===== config.mk =====
export PLATFORM = sky130hd
export DESIGN_NAME = execute_to_memory_stage
export DESIGN_NICKNAME = d
export VERILOG_FILES = /design/src/rtl/execute_to_memory_stage_pkg.sv /design/src/rtl/execute_to_memory_stage_alu.sv /design/src/rtl/execute_to_memory_stage.sv
export SDC_FILE = /design/constraint.sdc
export NUM_CORES = 1
export LEC_CHECK = 0
export CAP_MARGIN = 0
export CORE_MARGIN = 2
export CORE_UTILIZATION = 50
export DETAILED_ROUTE_END_ITERATION = 8
export GPL_TIMING_DRIVEN = 0
export HOLD_SLACK_MARGIN = 0.15
export PLACE_DENSITY = 0.89
export SLEW_MARGIN = 5
export SYNTH_ARGS = -nofsm -noshare
export SYNTH_HDL_FRONTEND = slang
export SYNTH_HIERARCHICAL = 1
export SYNTH_SLANG_ARGS = --single-unit

===== constraint.sdc =====
create_clock -name clk -period 7.85 [get_ports clk]
set_input_delay 1.57 -clock clk [delete_from_list [all_inputs] [get_ports clk]]
set_output_delay 1.57 -clock clk [all_outputs]
set_load 0.05 [all_outputs]

===== src/rtl/execute_to_memory_stage_pkg.sv =====
// Shared encodings for the execute stage: ALU operations, R-type funct codes,
// ALUOp classes and forwarding-mux selects.
package execute_to_memory_stage_pkg;

  typedef enum logic [2:0] {
    ALU_ADD = 3'd0,
    ALU_SUB = 3'd1,
    ALU_AND = 3'd2,
    ALU_OR  = 3'd3,
    ALU_SLT = 3'd4
  } alu_op_e;

  localparam logic [5:0] FUNCT_ADD = 6'h20;
  localparam logic [5:0] FUNCT_SUB = 6'h22;
  localparam logic [5:0] FUNCT_AND = 6'h24;
  localparam logic [5:0] FUNCT_OR  = 6'h25;
  localparam logic [5:0] FUNCT_SLT = 6'h2A;

  localparam logic [1:0] ALUOP_MEM    = 2'b00;
  localparam logic [1:0] ALUOP_BRANCH = 2'b01;
  localparam logic [1:0] ALUOP_RTYPE  = 2'b10;
  localparam logic [1:0] ALUOP_IMM    = 2'b11;

  localparam logic [1:0] FWD_REGFILE  = 2'b00;
  localparam logic [1:0] FWD_WB       = 2'b01;
  localparam logic [1:0] FWD_MEM      = 2'b10;
  localparam logic [1:0] FWD_REGFILE2 = 2'b11;

endpackage


===== src/rtl/execute_to_memory_stage_alu.sv =====
// ALU control decode (ALUOp class + funct) feeding a DATA_W-bit ALU with a
// combinational zero flag.
module alu_control_and_alu
  import execute_to_memory_stage_pkg::*;
#(
  parameter int DATA_W = 32
) (
  input  logic              alu_op1_i,
  input  logic              alu_op0_i,
  input  logic [5:0]        funct_i,
  input  logic [DATA_W-1:0] a_i,
  input  logic [DATA_W-1:0] b_i,
  output logic [DATA_W-1:0] y_o,
  output logic              zero_o
);

  alu_op_e            op;
  logic signed [DATA_W-1:0] a_s;
  logic signed [DATA_W-1:0] b_s;

  always_comb begin
    op = ALU_ADD;
    case ({alu_op1_i, alu_op0_i})
      ALUOP_BRANCH: op = ALU_SUB;
      ALUOP_RTYPE: begin
        case (funct_i)
          FUNCT_SUB: op = ALU_SUB;
          FUNCT_AND: op = ALU_AND;
          FUNCT_OR:  op = ALU_OR;
          FUNCT_SLT: op = ALU_SLT;
          default:   op = ALU_ADD;
        endcase
      end
      default: op = ALU_ADD;
    endcase
  end

  assign a_s = a_i;
  assign b_s = b_i;

  // Arithmetic wraps modulo 2^DATA_W; overflow never traps.
  always_comb begin
    y_o = a_i + b_i;
    case (op)
      ALU_SUB: y_o = a_i - b_i;
      ALU_AND: y_o = a_i & b_i;
      ALU_OR:  y_o = a_i | b_i;
      ALU_SLT: y_o = {{(DATA_W-1){1'b0}}, (a_s < b_s)};
      default: y_o = a_i + b_i;
    endcase
  end

  assign zero_o = (y_o == '0);

endmodule


===== src/rtl/execute_to_memory_stage.sv =====
// EX stage of the 5-stage MIPS pipeline: operand forwarding, ALU, branch-target
// adder and the EX/MEM pipeline register with stall (hold) and flush (bubble).
module execute_to_memory_stage
  import execute_to_memory_stage_pkg::*;
#(
  parameter int DATA_W = 32,
  parameter int REG_W  = 5
) (
  input  logic              clk,
  input  logic              reset,
  input  logic              RegDstIn,
  input  logic              ALUSrcIn,
  input  logic              MemtoRegIn,
  input  logic              RegWriteIn,
  input  logic              MemReadIn,
  input  logic              MemWriteIn,
  input  logic              BranchIn,
  input  logic              ALUOp1In,
  input  logic              ALUOp0In,
  input  logic [DATA_W-1:0] npc,
  input  logic [DATA_W-1:0] rdata1,
  input  logic [DATA_W-1:0] rdata2,
  input  logic [DATA_W-1:0] s_extend,
  input  logic [REG_W-1:0]  instr_2016,
  input  logic [REG_W-1:0]  instr_1511,
  input  logic [1:0]        fwd_a_sel,
  input  logic [1:0]        fwd_b_sel,
  input  logic [DATA_W-1:0] wb_data,
  input  logic [DATA_W-1:0] mem_alu_result,
  input  logic              stall,
  input  logic              flush,
  output logic              MemtoRegOut,
  output logic              RegWriteOut,
  output logic              MemReadOut,
  output logic              MemWriteOut,
  output logic              BranchOut,
  output logic [DATA_W-1:0] branch_target,
  output logic              zero,
  output logic [DATA_W-1:0] alu_result,
  output logic [DATA_W-1:0] store_data,
  output logic [REG_W-1:0]  write_reg
);

  function automatic logic [DATA_W-1:0] fwd_mux(input logic [1:0]        sel,
                                                input logic [DATA_W-1:0] rf,
                                                input logic [DATA_W-1:0] wb,
                                                input logic [DATA_W-1:0] mem);
    case (sel)
      FWD_WB:  return wb;
      FWD_MEM: return mem;
      default: return rf;
    endcase
  endfunction

  logic [DATA_W-1:0] op_a_d, fwd_b_d, op_b_d, alu_d, bt_d;
  logic              zero_d;
  logic [REG_W-1:0]  wr_d;

  logic              m2r_q, rw_q, mr_q, mw_q, br_q, zero_q;
  logic [DATA_W-1:0] bt_q, alu_q, sd_q;
  logic [REG_W-1:0]  wr_q;

  assign op_a_d  = fwd_mux(fwd_a_sel, rdata1, wb_data, mem_alu_result);
  assign fwd_b_d = fwd_mux(fwd_b_sel, rdata2, wb_data, mem_alu_result);
  assign op_b_d  = ALUSrcIn ? s_extend : fwd_b_d;
  assign bt_d    = npc + (s_extend << 2);
  assign wr_d    = RegDstIn ? instr_1511 : instr_2016;

  alu_control_and_alu #(.DATA_W(DATA_W)) u_alu (
    .alu_op1_i (ALUOp1In),
    .alu_op0_i (ALUOp0In),
    .funct_i   (s_extend[5:0]),
    .a_i       (op_a_d),
    .b_i       (op_b_d),
    .y_o       (alu_d),
    .zero_o    (zero_d)
  );

  // EX/MEM register: reset > flush > stall > load; a bubble clears only control.
  always_ff @(posedge clk) begin
    if (reset) begin
      m2r_q  <= 1'b0;
      rw_q   <= 1'b0;
      mr_q   <= 1'b0;
      mw_q   <= 1'b0;
      br_q   <= 1'b0;
      bt_q   <= '0;
      zero_q <= 1'b0;
      alu_q  <= '0;
      sd_q   <= '0;
      wr_q   <= '0;
    end else if (flush || !stall) begin
      m2r_q  <= flush ? 1'b0 : MemtoRegIn;
      rw_q   <= flush ? 1'b0 : RegWriteIn;
      mr_q   <= flush ? 1'b0 : MemReadIn;
      mw_q   <= flush ? 1'b0 : MemWriteIn;
      br_q   <= flush ? 1'b0 : BranchIn;
      bt_q   <= bt_d;
      zero_q <= zero_d;
      alu_q  <= alu_d;
      sd_q   <= fwd_b_d;
      wr_q   <= wr_d;
    end
  end

  assign MemtoRegOut   = m2r_q;
  assign RegWriteOut   = rw_q;
  assign MemReadOut    = mr_q;
  assign MemWriteOut   = mw_q;
  assign BranchOut     = br_q;
  assign branch_target = bt_q;
  assign zero          = zero_q;
  assign alu_result    = alu_q;
  assign store_data    = sd_q;
  assign write_reg     = wr_q;

endmodule

---- After elaboration in Yosys (flattened, before gate mapping) ----
Cells that the tools add are included.
storage, ports and cells
  bits in registers ....................... 107
  bits of input ports ..................... 219
  output and inout port bits .............. 107
  word-level logic and storage cells ...... 45
operators by class
  add/subtract/negate cells ............... 3
  magnitude comparators ................... 1
  equal/unequal tests ..................... 14
  multiplexer cells ....................... 12
  bitwise operators ....................... 2
  reduce and logical (&&, ||, !) cells .... 3
operator list
  cell                                                             count
  32-bit case mux with 2 select lines                              2
  32-bit case mux with 4 select lines                              1
  32-bit adder                                                     2
  32-bit AND                                                       1
  32-bit logical NOT                                               1
  32-bit < comparator                                              1
  32-bit 2-to-1 mux                                                1
  32-bit OR                                                        1
  32-bit subtractor                                                1
  6-bit == test, second input constant                             4
  3-bit case mux with 4 select lines                               1
  2-bit by 1-bit == test with 1-bit output, second input constant  3
  2-bit == test, second input constant                             3
  3-bit by 2-bit == test with 1-bit output, second input constant  2
  3-bit case mux with 2 select lines                               1
  1-bit 2-to-1 mux                                                 5
  5-bit 2-to-1 mux                                                 1
  3-bit by 1-bit == test with 1-bit output, second input constant  1
  3-bit == test, second input constant                             1
  1-bit logical NOT                                                1
  1-bit logical OR                                                 1

---- Longest topological paths before layout ----
Gate-level depths: netlist of the first run.
  depth after elaboration ................. 6
  mapped depth ............................ 24
  depth with buffers taken out ............ 21

---- Cells and area by module ----
Netlist of the first run, hierarchy kept.
by module, submodules not included
  module                   instances  cells an instance  area an instance (um^2)  sequential area each (um^2)
  execute_to_memory_stage  1          995                6897.9                   2142.1
  alu_control_and_alu      1          837                5700.5                   0.0

---- Worst setup path after synthesis of the first run ----
Ideal clock, no wire load.
  path kind ............................... in2reg
  start ................................... input fwd_b_sel[0]
  end ..................................... register zero_q, in the netlist zero
  setup time .............................. 0.070 ns
  data arrival time ....................... 6.097 ns
  required time ........................... 7.780 ns
  slack ................................... 1.682 ns
  stages on the path ...................... 21
  path buffers ............................ 2
  cell sequence ........................... inv_1 ha_1 clkbuf_1 buf_1 a21oi_1 o21ai_0 inv_1 ha_1 nor2_1 o311ai_1 a21boi_2 and3_1 o41a_1 a211o_1 a21oi_2 nor3_1 or3_4 or4_1 nor3_2 nand2_1 a21oi_1
between the ends
  longest elaborated chain between the ends .. 6
  elaborated cells between the ends (all ways) .. 11
  classes of those cells .................. add/sub: 2; order compare: 1; eq/ne: 2; mux: 3; bitwise: 2; reduce/logical: 1
RTL lines
  what                                                                              RTL line                                                              text
  from (decl)                                                                       execute_to_memory_stage.sv:27                                         input logic [1:0] fwd_b_sel,
  2-bit == test / 2-bit by 1-bit == test with 1-bit output (equally long branches)  execute_to_memory_stage.sv:48                                         case (sel)
  32-bit case mux with 2 select lines *                                             execute_to_memory_stage.sv:48
  32-bit 2-to-1 mux *                                                               execute_to_memory_stage.sv:65                                         assign op_b_d = ALUSrcIn ? s_extend : fwd_b_d;
  net op_b_d[1]                                                                     execute_to_memory_stage.sv:55                                         logic [DATA_W-1:0] op_a_d, fwd_b_d, op_b_d, alu_d, bt_d;
  32-bit adder / 32-bit subtractor (equally long branches)                          execute_to_memory_stage_alu.sv:49, execute_to_memory_stage_alu.sv:45
  32-bit case mux with 4 select lines *                                             execute_to_memory_stage_alu.sv:44                                     case (op)
  net alu_d[27]                                                                     execute_to_memory_stage.sv:55
  32-bit logical NOT *                                                              execute_to_memory_stage_alu.sv:53                                     assign zero_o = (y_o == '0);
  net zero_d                                                                        execute_to_memory_stage.sv:56                                         logic zero_d;
  to (signal assigned)                                                              execute_to_memory_stage.sv:99                                         zero_q <= zero_d;
  to (decl)                                                                         execute_to_memory_stage.sv:59                                         logic m2r_q, rw_q, mr_q, mw_q, br_q, zero_q;
Mark *: on every way through the listed nets, which the timed path passes. The rest lies on a longest branch.
A chain may end at the register's enable or synchronous reset.

---- Worst setup path after layout of the first run ----
Ends and elaborated chain as after synthesis.

==> key figures, run 1 <==
Place
  – Detailed placer's ending HPWL: between 40,000 and 50,000 um
  – Port Buffer Count: between 300 and 400
  – RD Place Congestion: 1.05
  – Pre-CTS setup slack: -0.384 ns
  – Post-DP Area: 16,200 um2

Status
  – Run status: complete, no violations

Setup path
  – Worst path required time: about 8 ns
  – Critical path endpoint category: flip-flop
  – Maximum fanout along the worst path: 10
  – Worst Path Class, Setup: in -> reg
  – Arrival time of the worst setup path: ~8 ns
  – Worst setup SP type: input pin

Synthesis
  – Main combinational cell family by area after synthesis: compound AO/OA/AOI/OAI gates
  – Post-synthesis async set-or-reset flop share: 0%
  – Most area-hungry cell type in the Yosys netlist: sky130_fd_sc_hd__dfxtp_1
  – Flip-flop and latch count after synthesis: between 100 and 150
  – Area fraction in and, or, nand and nor cells after synthesis: 23.2%
  – Synthesized Nets: 2,185
  – Proportion of netlist area held by the largest area contributor: roughly 17%
  – Predominant post-synthesis flop cell: sky130_fd_sc_hd__dfxtp_1
  – Post-Synthesis Cells: roughly 1,800
  – XOR/XNOR Fraction of Synth Area: under 10%
  – Seq/Total Area, Yosys: 17.0%
  – Yosys warning count: 6
  – Multiplexer share of the synthesized area: roughly 1.1%
  – Most numerous cell in the Yosys netlist: sky130_fd_sc_hd__nand2_1
  – Count of flip-flops with a built-in enable after synthesis: 0
  – Cell variety after synth: roughly 110
  – Post-synthesis adder-cell area fraction: 13.5%
  – Post-Syn Area: 12,600 um2
  – Fraction of the mapped netlist area in compound gates: 36.2%
  – Top cells by instance count after synthesis: 236 x sky130_fd_sc_hd__nand2_1, 223 x sky130_fd_sc_hd__a21oi_1, 199 x sky130_fd_sc_hd__nor2_1
  – Average footprint of a synthesized cell: just under 7 um2
  – Largest cells by area after synthesis: sky130_fd_sc_hd__dfxtp_1 17%, sky130_fd_sc_hd__ha_1 13%, sky130_fd_sc_hd__a21oi_1 8.9%

Flow run
  – Max-capacitance violation count: 0

STA
  – Highest clock frequency the design can meet: approximately 130 MHz
  – Final total negative setup slack: 0 ns
  – Fin. max-slew vios: 0
  – Actual slew at the worst max-slew pin: 1.06 ns
  – Setup repair after global routing missed its margin: no
  – Final clock period utilization by the worst path: 98.2%
  – Clock Skew: 0 ns
  – Worst hold slack after final layout: between 0.4 and 0.5 ns
  – Max-Slew Margin vs Limit: roughly 29%
  – Fin. Hold Viols: 0
  – Worst setup margin: roughly 0.14 ns
  – Post-layout minimum cycle time: between 7 and 8 ns
  – Final setup vio count: 0

Detailed routing
  – Number of nets with antenna violations after detailed routing: 0
  – Routed metal-1 wirelength: 22,600 um
  – Routed met3 length: approximately 6500 um
  – DRC violations left: 0
  – Uppermost metal layer occupied by signal nets: met5
  – Drt first-iter violations: ~1,800
  – Routed via count divided by cell count: ~6.5
  – Total via count in the routed design: about 16,000
  – Detailed route wirelength on metal2: between 20,000 and 30,000 um
  – DRT Pass-1 Iters: 6
  – Routed wirelength normalized by instance count: approximately 23 um
  – Routed wire length: 58,800 um

Floorplan
  – DIE HEIGHT: ~160 um
  – Die Span X: 163 um
  – Die outline area: about 26,000 um2
  – Standard-cell row count: 58
  – Top-level port count: ~330
  – Initial standard-cell utilization of the core: 50.5%
  – Core region area: 25,000 um2

Power and ir drop
  – Static leakage: a little under 0.007 uW
  – Worst VDD drop: around 130 uV
  – Pwr Density: ~170 nW/um2

Clock network
  – TritonCTS Buffers: 9
  – TritonCTS clock tree: yes
  – Insertion delay to the later sink of the worst-skew pair: between 0.3 and 0.4 ns
  – Count of H-tree levels built during CTS: 3
  – Hold Buf Count CTS: 0
  – Number of clock sinks: about 110
  – Library cell used as clock root buffer: sky130_fd_sc_hd__clkbuf_16
  – Clock-pin transition on the worst setup and hold timing paths: roughly 0.1 ns
  – Clock Path Buffers: 2

Global route
  – Via count of the first global-routing pass: 15,200
  – All-Layer GR Usage: a little over two fifths
  – Global-route wire length before repair: around 87,000 um
  – Global route total overflow: 0
  – Number of antenna violations at the first check in global routing: 9
  – Largest net degree at the start of global routing: 23

Finish
  – Area of the multi-input gates: approximately 9500 um2
  – Number of inserted filler cells in the final layout: between 2,000 and 2,500
  – Fraction of layout cells with a size suffix above 1: about 5.4%
  – Final design instance area without fill: about 17,000 um2
  – Post-layout nets: about 2,500
  – Area grow syn2layout: 31.8%
  – Area used by sequential logic in the layout: 2140 um2

Hold path
  – Class of the tightest hold or removal check: reg -> reg
-- worst max-delay path, stage by stage --
cell,delay [ns]
sky130_fd_sc_hd__clkdlybuf4s50_1,0.53
sky130_fd_sc_hd__inv_1,0.07
sky130_fd_sc_hd__ha_1,0.28
sky130_fd_sc_hd__clkbuf_1,0.22
sky130_fd_sc_hd__buf_1,0.27
sky130_fd_sc_hd__a21oi_1,0.40
sky130_fd_sc_hd__o21ai_0,0.27
sky130_fd_sc_hd__ha_1,0.31
sky130_fd_sc_hd__fa_1,0.43
sky130_fd_sc_hd__a21o_1,0.22
sky130_fd_sc_hd__a221o_1,0.47
sky130_fd_sc_hd__a22oi_2,0.46
sky130_fd_sc_hd__o211ai_1,0.20
sky130_fd_sc_hd__o21ai_1,0.28
sky130_fd_sc_hd__mux2i_1,0.22
sky130_fd_sc_hd__o211ai_1,0.10
sky130_fd_sc_hd__nand3b_1,0.26
sky130_fd_sc_hd__or3_1,0.40
sky130_fd_sc_hd__or4_1,0.49
sky130_fd_sc_hd__nor3_2,0.30
sky130_fd_sc_hd__nand2_1,0.10
sky130_fd_sc_hd__a21oi_1,0.16
-- layer usage --
metal	global-route usage, %	vias to the layer above
li1	-	7320
met5	0	-
met4	20.1	4
met1	53.0	7641
met2	70.3	1041
met3	10.4	206
-- kinds of logic after synthesis --
| logic type | after synthesis |
|---|---|
| AND/OR/NAND/NOR | 632 |
| multiplexers | 14 |
| buffers and inverters | 233 |
| AO/OA/AOI/OAI | 692 |
| XOR/XNOR | 20 |
| adder cells (fa/ha/maj) | 134 |
| flip-flops | 107 |
-- repair_timing --
item,in CTS,in global routing
gates resized for setup,1,23
hold endpoints to repair,0,0
setup endpoints to repair,1,2
setup buffers,0,1
pin swaps,0,1
-- final cells by class --
type / instances / share of cell area, %
buffer: 120 / 3.24
timing repair buffer: 323 / 19.4
tap: 330 / 2.49
antenna: 9 / 0.136
inverter: 113 / 2.57
clock inverter: 7 / 0.550
multi-input combinational: 1492 / 57.3
sequential: 107 / 12.9
clock buffer: 9 / 1.36
-- through the flow --
stage | utilization, % | std cells | total power [uW]
2_1_floorplan | - | 1832 | 1760
3_3_place_gp | 65.0 | 2483 | 2320
3_5_place_dp | 65.0 | 2484 | 2340
4_1_cts | 66.3 | 2500 | 2850
5_1_grt | 66.4 | 2501 | 3040
6_report | 66.5 | 2510 | 2910
-- cells in the final DEF (no fill, tap or decap), types with 31 or more instances in the layout --
cell type | netlist | layout
sky130_fd_sc_hd__a21oi_1 | 223 | 222
sky130_fd_sc_hd__dfxtp_1 | 107 | 107
sky130_fd_sc_hd__ha_1 | 131 | 131
sky130_fd_sc_hd__clkbuf_1 | 78 | 75
sky130_fd_sc_hd__o21ai_0 | 133 | 121
sky130_fd_sc_hd__nor2_1 | 199 | 199
sky130_fd_sc_hd__nand2_1 | 236 | 236
sky130_fd_sc_hd__inv_1 | 112 | 112
sky130_fd_sc_hd__clkdlybuf4s50_1 | 0 | 321
sky130_fd_sc_hd__nor3_1 | 31 | 31
sky130_fd_sc_hd__a22oi_1 | 68 | 68
-- power breakdown --
| group | switching [uW] | total (uW) | internal [uW] |
|---|---|---|---|
| sequential | 36.5 | 643 | 607 |
| combinational | 1130 | 1750 | 627 |
| clock | 278 | 511 | 232 |
| total | 1440 | 2910 | 1470 |
-- worst paths after layout --
check / start / to / slack (ns) / depth (start not counted)
setup / recovery: fwd_b_sel[0] / zero / 0.14 / 22
setup reg to reg: branch_target[31] / branch_target[31] / 6.61 / 4
hold reg to reg: alu_result[10] / alu_result[10] / 0.46 / 2
hold / removal: alu_result[10] / alu_result[10] / 0.46 / 2
(Power assumes the default switching activity.)
==> inputs of run 2 (changes only) <==
- CORE_UTILIZATION: 50 -> 51
- PLACE_DENSITY: 0.89 -> 0.9
- SLEW_MARGIN: 5 -> 20
==> run 2 against run 1 <==
  * Design area barely moved
  * First-iteration DRC count rose by 11%
  * Largest cell class unchanged
  * Maximum frequency fell by 0.33%
  * Count of clock-buffer cells in the layout did not move
  * Via count rose by 0.96%
  * Critical path depth rose by 2
  * Worst hold slack got worse by 0.0037 ns
  * Non-clock buffer count did not move
  * Sequential share of layout area barely moved
  * Clock power fell by 1%
  * Sequential cell count did not move
  * Largest power group unchanged
  * Critical endpoint unchanged
==> key figures, run 2 (synthesis gave the netlist of run 1 again) <==
Status
  – Run status: complete, no violations

Clock network
  – Clock-pin transition on the worst setup and hold timing paths: 0.08 ns
  – Library cell used as clock root buffer: sky130_fd_sc_hd__clkbuf_16
  – Insertion delay to the later sink of the worst-skew pair: approximately 0.38 ns
  – Hold Buf Count CTS: 0
  – TritonCTS Buffers: 9
  – Count of H-tree levels built during CTS: 3
  – Number of clock sinks: 107
  – TritonCTS clock tree: yes
  – Clock Path Buffers: 2

Power and ir drop
  – Worst VDD drop: 122 uV
  – Pwr Density: around 180 nW/um2
  – Cell-internal power: between 1000 and 1500 uW
  – Static leakage: 0.00680 uW
  – Fraction of power consumed by combinational cells: ~60%
  – Fraction of power consumed by sequential logic: around 22%
  – Share of total power in the clock network: approximately 17%
  – Net load switching power: 1440 uW
  – Net switching fraction of the power: roughly half

Floorplan
  – Standard-cell row count: 57
  – Core region area: roughly 24,000 um2
  – Die Span X: about 160 um
  – DIE HEIGHT: 161 um
  – Top-level port count: ~330
  – Initial standard-cell utilization of the core: approximately 52%
  – Die outline area: approximately 26,000 um2

Finish
  – Number of inserted filler cells in the final layout: 2,120
  – Final design instance area without fill: between 15,000 and 20,000 um2
  – Post-layout nets: around 2,500
  – Area of the multi-input gates: approximately 9500 um2
  – Fraction of layout cells with a size suffix above 1: 5.85%
  – Most common cell after layout, fill and taps aside: sky130_fd_sc_hd__clkdlybuf4s50_1
  – Area grow syn2layout: 31.8%
  – Area used by sequential logic in the layout: 2140 um2
  – Commonest cells after routing, fill and taps aside: 321 x sky130_fd_sc_hd__clkdlybuf4s50_1, 236 x sky130_fd_sc_hd__nand2_1, 222 x sky130_fd_sc_hd__a21oi_1, 199 x sky130_fd_sc_hd__nor2_1, 130 x sky130_fd_sc_hd__ha_1

Setup path
  – Worst setup path startpoint: fwd_b_sel[0]
  – Critical register-to-register path endpoint: branch_target[31]
  – Worst-path cell chain: clkdlybuf4s50_1 -> inv_1 -> ha_1 -> clkbuf_2 -> a22oi_1 -> nor2_1 -> a21oi_1 -> o21ai_2 -> inv_1 -> ha_1 -> buf_1 -> and2_1 -> o21a_1 -> a211oi_1 -> nand3_1 -> a21oi_1 -> o221ai_1 -> a31oi_2 -> a2111oi_0 -> a311o_1 -> or4_1 -> nor3_2 -> nand2_1 -> a21oi_1
  – Maximum cell stage delay along the critical path: around 0.54 ns
  – Worst path required time: a little over 8 ns
  – Kind of cell adding the most delay to the critical path: compound AO/OA/AOI/OAI gates
  – Number of buffers and inverters on the critical path: 5
  – Worst setup SP type: input pin
  – Path length in cells of the critical path: 24
  – Critical path endpoint category: flip-flop
  – Arrival time of the worst setup path: approximately 8 ns
  – Worst Path Class, Setup: in -> reg
  – Number of cells traversed by the worst register-to-register path: 4
  – Cell repeated most along the worst path: sky130_fd_sc_hd__a21oi_1
  – Startpoint of the most critical register-to-register path: branch_target[31]
  – Worst setup path end: zero
  – Maximum fanout along the worst path: 10
  – Setup slack on the worst flop-to-flop path: 6.70 ns
  – Crit path max-delay cell type: sky130_fd_sc_hd__or4_1

Place
  – Port Buffer Count: ~320
  – Post-DP Area: about 16,000 um2
  – Detailed placer's ending HPWL: around 48,000 um
  – RD Place Congestion: approximately 1.1

Global route
  – Global route total overflow: 0
  – Largest net degree at the start of global routing: 23
  – Via count of the first global-routing pass: 15,500
  – Number of antenna violations at the first check in global routing: 7
  – Global-route wire length before repair: slightly below 90,000 um
  – Highest-utilization routing layer at the global route stage: met2
  – All-Layer GR Usage: 44.2%
  – GR Util met1: a little over half
  – Global routing met3 resource utilization: 12.7%
  – GR met2 Demand/Resource: 73.6%

STA
  – Fin. Hold Viols: 0
  – Post-layout minimum cycle time: 7.73 ns
  – Final total negative setup slack: 0 ns
  – Final clock period utilization by the worst path: about 99%
  – Worst hold slack after final layout: 0.452 ns
  – Max-Slew Margin vs Limit: about a quarter
  – Fin. max-slew vios: 0
  – Clock Skew: 0 ns
  – Highest clock frequency the design can meet: around 130 MHz
  – Final setup vio count: 0
  – Actual slew at the worst max-slew pin: between 1 and 1.5 ns

Hold path
  – Launch point of the worst hold path: alu_result[20]
  – Class of the tightest hold or removal check: reg -> reg

Detailed routing
  – Number of nets with antenna violations after detailed routing: 0
  – Routed via count divided by cell count: about 6.6
  – Routed wirelength normalized by instance count: 23.9 um
  – DRC violations left: 0
  – Routed wire length: 59,700 um
  – DRT Pass-1 Iters: 6
  – Drt first-iter violations: between 1,500 and 2,000
  – Total via count in the routed design: between 15,000 and 20,000

Flow run
  – Max-capacitance violation count: 0
run 2: changes by cell type in the layout (fill, tap and decap cells not counted), sizes merged:
cell	previous run	this run
clkinv	4	3
clkbuf	88	87
diode	9	2
buf	43	44
inv	116	117
run 2: cell type report:
| cell class | instances | area share [%] |
|---|---|---|
| clock buffers | 9 | 1.36 |
| inverters | 113 | 2.57 |
| multi-input cells | 1492 | 57.5 |
| plain buffers | 119 | 3.23 |
| repair buffers | 324 | 19.5 |
| flip-flops and latches | 107 | 12.9 |
| diodes | 2 | 0.0301 |
| clock inverters | 7 | 0.520 |
| well taps | 324 | 2.44 |
run 2: how the worst min path moves through the flow:
stage,to,slack [ns],cells past startpoint
finish,alu_result[20],0.45,2
CTS,alu_result[17],0.45,2
floorplan,branch_target[24],0.66,2
detailed placement,alu_result[5],0.44,2
global placement,alu_result[20],0.44,2
global route,alu_result[13],0.47,2
run 2: routing by layer:
metal	vias up	share of wire [%]	wire length, um
met1	7643	36	21700
li1	7314	-	-
met4	4	5.5	3300
met5	-	0.044	26
met2	1150	46	27200
met3	257	13	7540
run 2: power groups by stage:
stage	logic, uW	registers, uW	clock network, uW
global placement	1670	654	0
CTS	1700	645	502
detailed placement	1690	656	0
global route	1870	651	521
floorplan	893	869	0
finish	1760	646	505
run 2: repair_timing:
item	4_1_cts	5_1_grt
endpoints found under the setup margin	1	1
resized for setup	11	22
pin swaps	0	1
setup buffers	0	2
run 2: per-stage QoR:
stage	std cells	setup slack, ns	total power, uW	utilization [%]
CTS	2494	0.0467	2850	68.0
global placement	2477	-0.672	2330	66.7
global route	2495	-0.00683	3040	68.3
floorplan	1832	1.68	1760	-
finish	2497	0.116	2910	68.3
detailed placement	2478	-0.650	2340	66.7
run 2: worst min-delay path: stages, from the launching register on:
cell                      delay (ns)
sky130_fd_sc_hd__dfxtp_1        0.31
sky130_fd_sc_hd__nand2_1        0.05
sky130_fd_sc_hd__a21oi_1        0.05
==> inputs of run 3 (changes only) <==
- PLACE_DENSITY: 0.9 -> 0.94
- TNS_END_PERCENT: not set -> 100
==> run 3 against run 2 <==
  * Via count fell by 0.73%
  * Register-to-register slack gained 0.06 ns
  * Final cell count about the same
  * Critical endpoint unchanged
==> key figures, run 3 (synthesis gave the netlist of run 1 again) <==
Setup path
  – Number of buffers and inverters on the critical path: 6
  – Crit path max-delay cell type: sky130_fd_sc_hd__clkdlybuf4s50_1
  – Maximum cell stage delay along the critical path: about 0.54 ns
  – Worst path required time: a little over 8 ns
  – Worst Path Class, Setup: in -> reg
  – Kind of cell adding the most delay to the critical path: compound AO/OA/AOI/OAI gates
  – Worst-path cell chain: clkdlybuf4s50_1 -> inv_1 -> ha_1 -> clkbuf_1 -> clkbuf_2 -> a21oi_1 -> o21ai_2 -> inv_1 -> ha_1 -> buf_6 -> nor4_4 -> o21ai_2 -> a311oi_2 -> a211oi_1 -> a221o_1 -> a221o_1 -> a211o_1 -> or4_4 -> nor4_2 -> nand3_1 -> nor3_2 -> nand2_1 -> a21oi_1
  – Arrival time of the worst setup path: 7.97 ns
  – Maximum fanout along the worst path: 10
  – Critical path endpoint category: flip-flop
  – Worst setup SP type: input pin

Floorplan
  – Top-level port count: 326
  – Core region area: 24,300 um2
  – DIE HEIGHT: between 150 and 200 um
  – Initial standard-cell utilization of the core: about 52%
  – Die outline area: 26,000 um2
  – Standard-cell row count: 57
  – Die Span X: 161 um

Clock network
  – Number of buffers inserted by post-CTS setup repair: 0
  – TritonCTS Buffers: 9
  – Library cell used as clock root buffer: sky130_fd_sc_hd__clkbuf_16
  – Count of H-tree levels built during CTS: 3
  – TritonCTS clock tree: yes
  – Number of clock sinks: between 100 and 150
  – Clock-pin transition on the worst setup and hold timing paths: around 0.10 ns
  – Insertion delay to the later sink of the worst-skew pair: roughly 0.38 ns
  – Clock Path Buffers: 2

Global route
  – Global route total overflow: 0
  – Global-route wire length before repair: about 90,000 um
  – All-Layer GR Usage: 44.0%
  – Number of antenna violations at the first check in global routing: 6
  – Largest net degree at the start of global routing: 23
  – Via count of the first global-routing pass: around 16,000

STA
  – Clock Skew: 0 ns
  – Max-Slew Margin vs Limit: a little under a quarter
  – Final clock period utilization by the worst path: 97.5%
  – Fin. Hold Viols: 0
  – Worst hold slack after final layout: 0.452 ns
  – Final total negative setup slack: 0 ns
  – Fin. max-slew vios: 0
  – Actual slew at the worst max-slew pin: 1.14 ns
  – Post-layout minimum cycle time: between 7 and 8 ns
  – Final setup vio count: 0
  – Highest clock frequency the design can meet: about 130 MHz

Detailed routing
  – Routed wire length: roughly 59,000 um
  – Routed via count divided by cell count: ~6.5
  – DRC violations left: 0
  – Drt first-iter violations: 1,873
  – Number of nets with antenna violations after detailed routing: 0
  – Total via count in the routed design: 16,200
  – Routed wirelength normalized by instance count: around 24 um
  – DRT Pass-1 Iters: 6

Finish
  – Area used by sequential logic in the layout: around 2100 um2
  – Commonest cells after routing, fill and taps aside: 321 x sky130_fd_sc_hd__clkdlybuf4s50_1, 236 x sky130_fd_sc_hd__nand2_1, 223 x sky130_fd_sc_hd__a21oi_1, 199 x sky130_fd_sc_hd__nor2_1, 131 x sky130_fd_sc_hd__ha_1
  – Final design instance area without fill: 16,600 um2
  – Final Non-Filler Cells: approximately 2,500
  – Most common cell after layout, fill and taps aside: sky130_fd_sc_hd__clkdlybuf4s50_1
  – Number of inserted filler cells in the final layout: ~2,100
  – Fraction of layout cells with a size suffix above 1: under 10%
  – Area of the multi-input gates: 9530 um2
  – Post-layout nets: 2,518
  – Area grow syn2layout: 31.7%

Power and ir drop
  – Post-layout total power: between 2000 and 3000 uW
  – Pwr Density: about 180 nW/um2
  – Worst VDD drop: 141 uV
  – Static leakage: between 0.006 and 0.007 uW

Place
  – Detailed placer's ending HPWL: roughly 48,000 um
  – Port Buffer Count: between 300 and 400
  – Post-DP Area: 16,200 um2
  – RD Place Congestion: roughly 1.1
  – Placed Cells: roughly 2,500

Flow run
  – Max-capacitance violation count: 0

Hold path
  – Class of the tightest hold or removal check: reg -> reg

Status
  – Run status: complete, no violations
[run 3: cell count changes in the layout (fill, tap and decap cells not counted), moves of 2 or more]
cell                       previous run  this run
sky130_fd_sc_hd__o21ai_2             12         9
sky130_fd_sc_hd__o21ai_1             15        18
sky130_fd_sc_hd__buf_1               12        10
sky130_fd_sc_hd__buf_4                5         3
sky130_fd_sc_hd__clkbuf_1            72        75
sky130_fd_sc_hd__diode_2              2         4
[run 3: layer usage]
| layer | GRT usage (%) | part of all wire [%] | vias up |
|---|---|---|---|
| met1 | 51.5 | 37 | 7493 |
| li1 | - | - | 7313 |
| met5 | 0 | 0.076 | - |
| met4 | 26.1 | 6.7 | 6 |
| met2 | 71.0 | 44 | 1147 |
| met3 | 13.4 | 12 | 290 |
[run 3: worst paths after layout]
path                                         from           endpoint  slack (ns)  cells past startpoint
worst max-delay path                 fwd_b_sel[0]               zero        0.20                     23
worst min-delay path                alu_result[9]      alu_result[9]        0.45                      2
worst max register to register  branch_target[31]  branch_target[31]        6.76                      4
worst min register to register      alu_result[9]      alu_result[9]        0.45                      2
[run 3: timing repair]
item / in CTS / in global routing
hold buffers: 0 / 0
endpoints found under the setup margin: 1 / 1
gates resized for setup: 3 / 26
[run 3: final cells by class]
class | instances | area share (%)
Multi-Input combinational cell | 1492 | 57.4
Timing Repair Buffer | 322 | 19.4
Sequential cell | 107 | 12.9
Buffer | 120 | 3.26
Inverter | 113 | 2.57
Tap cell | 324 | 2.44
Clock buffer | 9 | 1.36
Clock inverter | 7 | 0.550
Antenna cell | 4 | 0.0603
[run 3: worst register-to-register path, cell delays in order (launching register included)]
cell and delay, ns:
sky130_fd_sc_hd__dfxtp_1 0.35, sky130_fd_sc_hd__nor2_1 0.05, sky130_fd_sc_hd__a311oi_1 0.28, sky130_fd_sc_hd__o41ai_1 0.12, sky130_fd_sc_hd__a211oi_1 0.22
[run 3: through the flow]
step	setup slack [ns]	utilization (%)
2_1_floorplan	1.68	-
3_3_place_gp	-0.533	66.7
3_5_place_dp	-0.575	66.7
4_1_cts	0.00624	68.0
5_1_grt	-0.00802	68.2
6_report	0.196	68.2
[run 3: power by group]
group	internal (uW)	leakage (uW)	switching, uW
Sequential	607	0.000885	39.2
Clock	232	0.000152	283
Combinational	628	0.00575	1130
Total	1470	0.00679	1450
